### src/rtl/keymgr_key_share_reg.sv
// -----------------------------------------------------------------------------
// keymgr_key_share_reg
//
// Holds a masked key as Shares x KeyWidth bit shares for the key manager and
// presents it to sideload consumers. Loading uses a valid/ready handshake.
// A clear request starts a multi-cycle wipe. The wipe first overwrites the
// shares with fresh entropy and then zeroises them, so no key material is
// left in the flops afterwards.
//
// Ports:
//   clk_i         clock
//   rst_ni        asynchronous active-low reset
//   load_valid_i  load request
//   load_ready_o  high when a load can be accepted (low during a wipe)
//   load_key_i    incoming shares; share s is at [s*KeyWidth +: KeyWidth]
//   clear_i       wipe request, sampled every cycle
//   entropy_i     random data written into the shares while wiping
//   key_valid_o   key_o holds a loaded key
//   key_o         registered shares, packed the same way as load_key_i
//   key_xor_o     XOR of all shares (the unmasked key), test/debug tap
//   busy_o        wipe in progress
// -----------------------------------------------------------------------------
module keymgr_key_share_reg #(
    parameter int Shares     = 2,
    parameter int KeyWidth   = 16,
    parameter int WipeCycles = 4
) (
    input  logic                         clk_i,
    input  logic                         rst_ni,
    input  logic                         load_valid_i,
    output logic                         load_ready_o,
    input  logic [Shares*KeyWidth-1:0]   load_key_i,
    input  logic                         clear_i,
    input  logic [KeyWidth-1:0]          entropy_i,
    output logic                         key_valid_o,
    output logic [Shares*KeyWidth-1:0]   key_o,
    output logic [KeyWidth-1:0]          key_xor_o,
    output logic                         busy_o
);

    localparam int CntW = $clog2(WipeCycles + 1);
    localparam logic [CntW-1:0] CntLast = CntW'(WipeCycles - 1);

    typedef enum logic [1:0] {
        ST_EMPTY  = 2'd0,
        ST_LOADED = 2'd1,
        ST_WIPE   = 2'd2
    } state_e;

    state_e                       state_q, state_d;
    logic [Shares*KeyWidth-1:0]   key_q, key_d;
    logic [CntW-1:0]              cnt_q, cnt_d;
    logic                         key_valid_q, key_valid_d;
    logic                         busy_q, busy_d;

    // Each share gets the entropy rotated left by a different amount. The
    // shares therefore differ from each other while the wipe runs, and their
    // XOR does not collapse to zero or to a plain copy of the entropy.
    logic [Shares*KeyWidth-1:0]   wipe_fill;

    for (genvar gi = 0; gi < Shares; gi++) begin : g_fill
        localparam int Rot = gi % KeyWidth;
        logic [2*KeyWidth-1:0] dbl;
        // Shifting a doubled copy right by (KeyWidth-Rot) leaves a left
        // rotation by Rot in the low half. This also holds for Rot == 0.
        assign dbl = {entropy_i, entropy_i} >> (KeyWidth - Rot);
        assign wipe_fill[gi*KeyWidth +: KeyWidth] = dbl[KeyWidth-1:0];
    end

    // Next-state logic
    always_comb begin
        state_d = state_q;
        key_d   = key_q;
        cnt_d   = cnt_q;
        unique case (state_q)
            ST_EMPTY, ST_LOADED: begin
                // A clear beats a load issued in the same cycle.
                if (clear_i) begin
                    state_d = ST_WIPE;
                    cnt_d   = '0;
                end else if (load_valid_i) begin
                    state_d = ST_LOADED;
                    key_d   = load_key_i;
                end
            end
            ST_WIPE: begin
                // clear_i and load_valid_i are ignored until the wipe ends.
                if (cnt_q == CntLast) begin
                    state_d = ST_EMPTY;
                    key_d   = '0;
                    cnt_d   = '0;
                end else begin
                    key_d = wipe_fill;
                    cnt_d = cnt_q + CntW'(1);
                end
            end
            default: begin
                state_d = ST_EMPTY;
                key_d   = '0;
                cnt_d   = '0;
            end
        endcase
        // The status flags are registered copies of the next state, so the
        // outputs come straight from flops.
        key_valid_d = (state_d == ST_LOADED);
        busy_d      = (state_d == ST_WIPE);
    end

    // State and data registers
    always_ff @(posedge clk_i or negedge rst_ni) begin
        if (!rst_ni) begin
            state_q     <= ST_EMPTY;
            key_q       <= '0;
            cnt_q       <= '0;
            key_valid_q <= 1'b0;
            busy_q      <= 1'b0;
        end else begin
            state_q     <= state_d;
            key_q       <= key_d;
            cnt_q       <= cnt_d;
            key_valid_q <= key_valid_d;
            busy_q      <= busy_d;
        end
    end

    // Unmasked view of the key
    always_comb begin
        key_xor_o = '0;
        for (int s = 0; s < Shares; s++) begin
            key_xor_o = key_xor_o ^ key_q[s*KeyWidth +: KeyWidth];
        end
    end

    assign load_ready_o = (state_q != ST_WIPE);
    assign key_valid_o  = key_valid_q;
    assign busy_o       = busy_q;
    assign key_o        = key_q;

endmodule

### config.mk
export PLATFORM = sky130hd
export DESIGN_NAME = keymgr_key_share_reg
export DESIGN_NICKNAME = d
export VERILOG_FILES = /design/src/rtl/keymgr_key_share_reg.sv
export SDC_FILE = /design/constraint.sdc
export NUM_CORES = 1
export LEC_CHECK = 0
export ABC_AREA = 1
export ABC_CLOCK_PERIOD_IN_PS = 2050
export CORE_ASPECT_RATIO = 0.6
export CORE_UTILIZATION = 43
export DETAILED_ROUTE_END_ITERATION = 10
export PLACE_DENSITY_LB_ADDON = 0.15
export SKIP_LAST_GASP = 1
export SLEW_MARGIN = 20
export SYNTH_ARGS = -nofsm -noshare
export SYNTH_HDL_FRONTEND = slang
export SYNTH_SLANG_ARGS = --single-unit
export TNS_END_PERCENT = 10
### constraint.sdc
create_clock -name clk_i -period 2.05 [get_ports clk_i]
set_input_delay 0.205 -clock clk_i [delete_from_list [all_inputs] [get_ports clk_i]]
set_output_delay 0.205 -clock clk_i [all_outputs]
set_load 0.01 [all_outputs]
# --- Word-level counts from Yosys, hierarchy flattened ---
# Cells that the tools add are included.
totals:
  reg_bits: 39
  output_inout_bits: 51
  wordCells: 30
  input_bits: 52
classes:
  muxes: 11
  bitwise: 1
  reduce_logical: 3
  eq_ne: 9
  n_addsub: 1
ops:
  columns: ["op", "count"]
  rows:
  - ["32-bit two-way mux", 3]
  - ["32-bit case mux with 2 select lines", 1]
  - ["16-bit bitwise XOR", 1]
  - ["2-bit != test, second input constant", 4]
  - ["2-bit two-way mux", 3]
  - ["3-bit two-way mux", 2]
  - ["3-bit case mux with 2 select lines", 1]
  - ["2-bit by 1-bit equality test with 1-bit output, second input constant", 2]
  - ["2-bit equality test, second input constant", 2]
  - ["2-bit case mux with 2 select lines", 1]
  - ["3-bit by 1-bit adder with 3-bit output, second input constant", 1]
  - ["3-bit by 2-bit equality test with 1-bit output, second input constant", 1]
  - ["2-bit zero test", 1]
  - ["2-bit AND reduction", 1]
  - ["2-bit OR reduction", 1]

# --- Logic depth before layout (Yosys ltp) ---
logic_depth:
  ltp_word: 4
  depth_mapped: 7

# --- Worst setup path after synthesis ---
# No wires, ideal clock.
synth_path:
  path_kind: "reg-to-reg"
  startpoint: "reg cnt_q[0]"
  endpoint: "reg key_q[21] (netlist: key_o[21])"
  required_ns: 1.984
  synth_period_minus_slack_ns: 1.271
  setup_ns: 0.066
  stages_incl_launch_ff: 8
  path_slack_ns: 0.779
  n_path_buf: 1
  arrival_time_ns: 1.205
  cell_sequence: "dfrtp_1 -> ha_1 -> nand2_1 -> buf_2 -> nand3_1 -> nand2_1 -> nand2_1 -> nand2_1"
synth_between:
  elab_chain_len: 3
synth_lines:
  columns: ["element", "line_no", "rtl"]
  rows:
  - ["start, declared", "52", "logic [CntW-1:0] cnt_q, cnt_d;"]
  - ["start signal, assigned", "120", "cnt_q <= cnt_d;"]
  - ["3-bit by 2-bit equality test with 1-bit output", "88", "if (cnt_q == CntLast) begin"]
  - ["32-bit two-way mux", "88", null]
  - ["32-bit case mux with 2 select lines", "75", "unique case (state_q)"]
  - ["end signal, assigned", "119", "key_q <= key_d;"]
  - ["end, declared", "51", "logic [Shares*KeyWidth-1:0] key_q, key_d;"]
# Every way passes these cells.
# A chain may end at the register's enable or synchronous reset.

# --- Worst setup path in the final report ---
layout_path:
  startpoint: "reg state_q[0]"
  endpoint: "out load_ready_o"
layout_between:
  elab_chain_len: 1
layout_lines:
  columns: ["element", "line_no", "rtl"]
  rows:
  - ["start, declared", "50", "state_e state_q, state_d;"]
  - ["start signal, assigned", "118", "state_q <= state_d;"]
  - ["2-bit != test", "134", "assign load_ready_o = (state_q != ST_WIPE);"]
  - ["end, declared", "31", "output logic load_ready_o,"]
# Every way passes these cells.

==> flow_summary_export.csv <==
group,metric,value,unit
synthesis,synth.distinct_cells,17,
cells_and_area,nets,417,
global_routing,grt.overflow.total,0,
synthesis,syn_nets,316,
clock_network,numCtsBuffers,5,
clock_network,clockBufferDepth,2,
sta,period_minus_slack,1.65,ns
synthesis,synth_area_leaders,"dfrtp_1 49%, nand2_1 31%, xor2_1 7.1%",
global_routing,antenna_found_initial,0,
pwr,design_power_total,0.00499,W
drt,vias,2039,
sta,hold_viol_final,0,
sta,worstMarginPinSlew,0.984,ns
global_routing,grt_pass1_wl,8330,um
drt,routed_wl,5230,um
sta,holdWs,0.0220,ns
cells_and_area,final_common_cell,"nand2_1",
sta,fin_skew,0.00235,ns
cells_and_area,fin_cells,425,
placed_design,dp_hpwl,3840,um
setup_path,reg2reg_to,"key_o[5]$_DFFE_PN0P_",
synthesis,synth_area,1980,sq um
clock_network,cts-root-buf,"clkbuf_8",
sta,tns,0,ns
clock_network,cts_num_sinks,39,
cells_and_area,antenna_cells,0,
setup_path,r2r_cells,7,
clock_network,post_cts_resized,0,
pwr,p_leak,1.61,nW
sta,fin_crit_sh,80.7,%
setup_path,crit_required,1.85,ns
global_routing,grt_pass1_vias,1769,
synthesis,yosys.area.top_type,"dfrtp_1",
cells_and_area,layout_common_cells,"164 x nand2_1, 101 x clkdlybuf4s50_1, 39 x dfrtp_1",
drt,drt_iter0_drc,101,
clock_network,htree_num_levels,2,
job,cap_violations,0,
placed_design,dp_cells,417,
setup_path,start_kind,"flip-flop",
synthesis,synth_seq_area_share,49.3,%
die,die_height,54.6,um
drt,post_drt_wl_per_cell,12.3,um
synthesis,synth_warnings,0,
sta,maxSlewViolCount,0,
die,start_util,46.5,%
setup_path,reg2reg_slack,0.41,ns
synthesis,synth_top_area_share,49.3,%
sta,rsz0062_at_grt,"false",
outcome,status,"complete, no violations",
setup_path,critical_path_class,"flip-flop to primary output",
drt,drtPass1Iterations,4,
synthesis,post_synth.cell_area_avg,7.53,sq um
die,row_count,18,
pwr,vdd_drop_max,825,uV
hold_path,worstHoldPathType,"input pin to asynchronous set/reset pin",
die,io_pins,103,
clock_network,cts_setup_buffers,0,
die,dieArea,4890,sq um
clock_network,cts_tree,"yes",
drt,postRouteAntennaNets,0,
cells_and_area,syn_to_final_growth,58.6,%
die,die_w,89.6,um
setup_path,rr_startpoint,"cnt_q[0]$_DFFE_PN0P_",
setup_path,worstPathMaxFanout,4,
global_routing,grt_start_max_net_pins,40,
placed_design,globalplace.congestion,0.784,
drt,drcViolationCount,0,
setup_path,worstPathArrival,1.45,ns
placed_design,portBuffers,102,
die,core_region_area,4260,sq um
drt,vias_per_cell,4.80,
sta,clock.fmax,0.605,GHz
global_routing,grt.total_usage,23.6,%
clock_network,clkLatencyLatePin,0.28,ns
sta,setup_violations,0,
sta,max-slew-margin-rel,34.3,%
synthesis,synthCells,263,
clock_network,clkSlewWorstSetupHoldPaths,0.07,ns
clock_network,cts-hold-fix-buffers,0,
synthesis,ys_seq_elements,39,
cells_and_area,drive_gt1_share,3.84,%
pwr,powerDensity,1590,nW/um^2
setup_path,endpoint_kind,"primary output",
==> synth_stat cells (all sizes together) <==
master / instances
ha: 1
o21ai: 3
a22o: 1
o21a: 3
a21oi: 1
nand3: 16
clkbuf: 6
nor2: 3
buf: 5
xor2: 16
dfrtp: 39
inv: 5
nand2: 164
==> metrics by stage <==
stage / util [%] / instance area, sq um / worst slack [ns]
2_1_floorplan: - / 1980 / 0.779
3_3_place_gp: 71.4 / 3040 / 0.271
3_5_place_dp: 71.4 / 3040 / 0.195
4_1_cts: 73.8 / 3140 / 0.386
5_1_grt: 73.8 / 3140 / 0.279
6_report: 73.8 / 3140 / 0.396
==> registers in the layout, summed over array words and instances (netlist names) <==
register and count:
busy_o 1, key_o 32, state_q 2, key_valid_o 1
cnt_q 3
==> critical path, cell delays in order, from the launching register on <==
cell,delay [ns]
dfrtp_1,0.48
inv_1,0.07
nand2_1,0.08
clkdlybuf4s50_1,0.54
==> cell families after synthesis <==
group                    count (synthesis)  synth area share [%]
buffers and inverters                   16                  3.67
XOR/XNOR                                16                  7.08
flip-flops                              39                  49.3
adder cells (fa/ha/maj)                  1                 0.632
AO/OA/AOI/OAI                            8                  2.78
AND/OR/NAND/NOR                        183                  36.5
==> final cells by class <==
class	count	area, sq um
fill	340	1120
timing repair buffer	105	1040
sequential	39	976
multi-input combinational	208	931
clock buffer	8	100
tap	60	75.1
inverter	5	18.8
==> worst max-delay path by stage <==
stage / slack [ns] / startpoint / end
6_report: 0.40 / state_q[0]$_DFF_PN0_ / load_ready_o
5_1_grt: 0.28 / cnt_q[0]$_DFFE_PN0P_ / key_o[24]$_DFFE_PN0P_
4_1_cts: 0.39 / state_q[0]$_DFF_PN0_ / load_ready_o
3_5_place_dp: 0.19 / load_valid_i / key_o[8]$_DFFE_PN0P_
3_3_place_gp: 0.27 / load_valid_i / key_o[24]$_DFFE_PN0P_
2_1_floorplan: 0.78 / cnt_q[0]$_DFFE_PN0P_ / key_o[21]$_DFFE_PN0P_
==> where the power goes <==
group	switching [W]	internal [W]	total, W
logic	0.00140	0.00156	0.00296
registers	0.000355	0.00112	0.00148
clock network	0.000252	0.000307	0.000559
==> metal layers <==
metal | vias up | global-route usage (%) | routed length [um]
met5 | - | 0 | 0
met4 | 0 | 5.03 | 29
met3 | 5 | 6.64 | 405
met2 | 92 | 36.0 | 2400
met1 | 935 | 33.6 | 2390
li1 | 1007 | - | -
(Power assumes the default switching activity.)
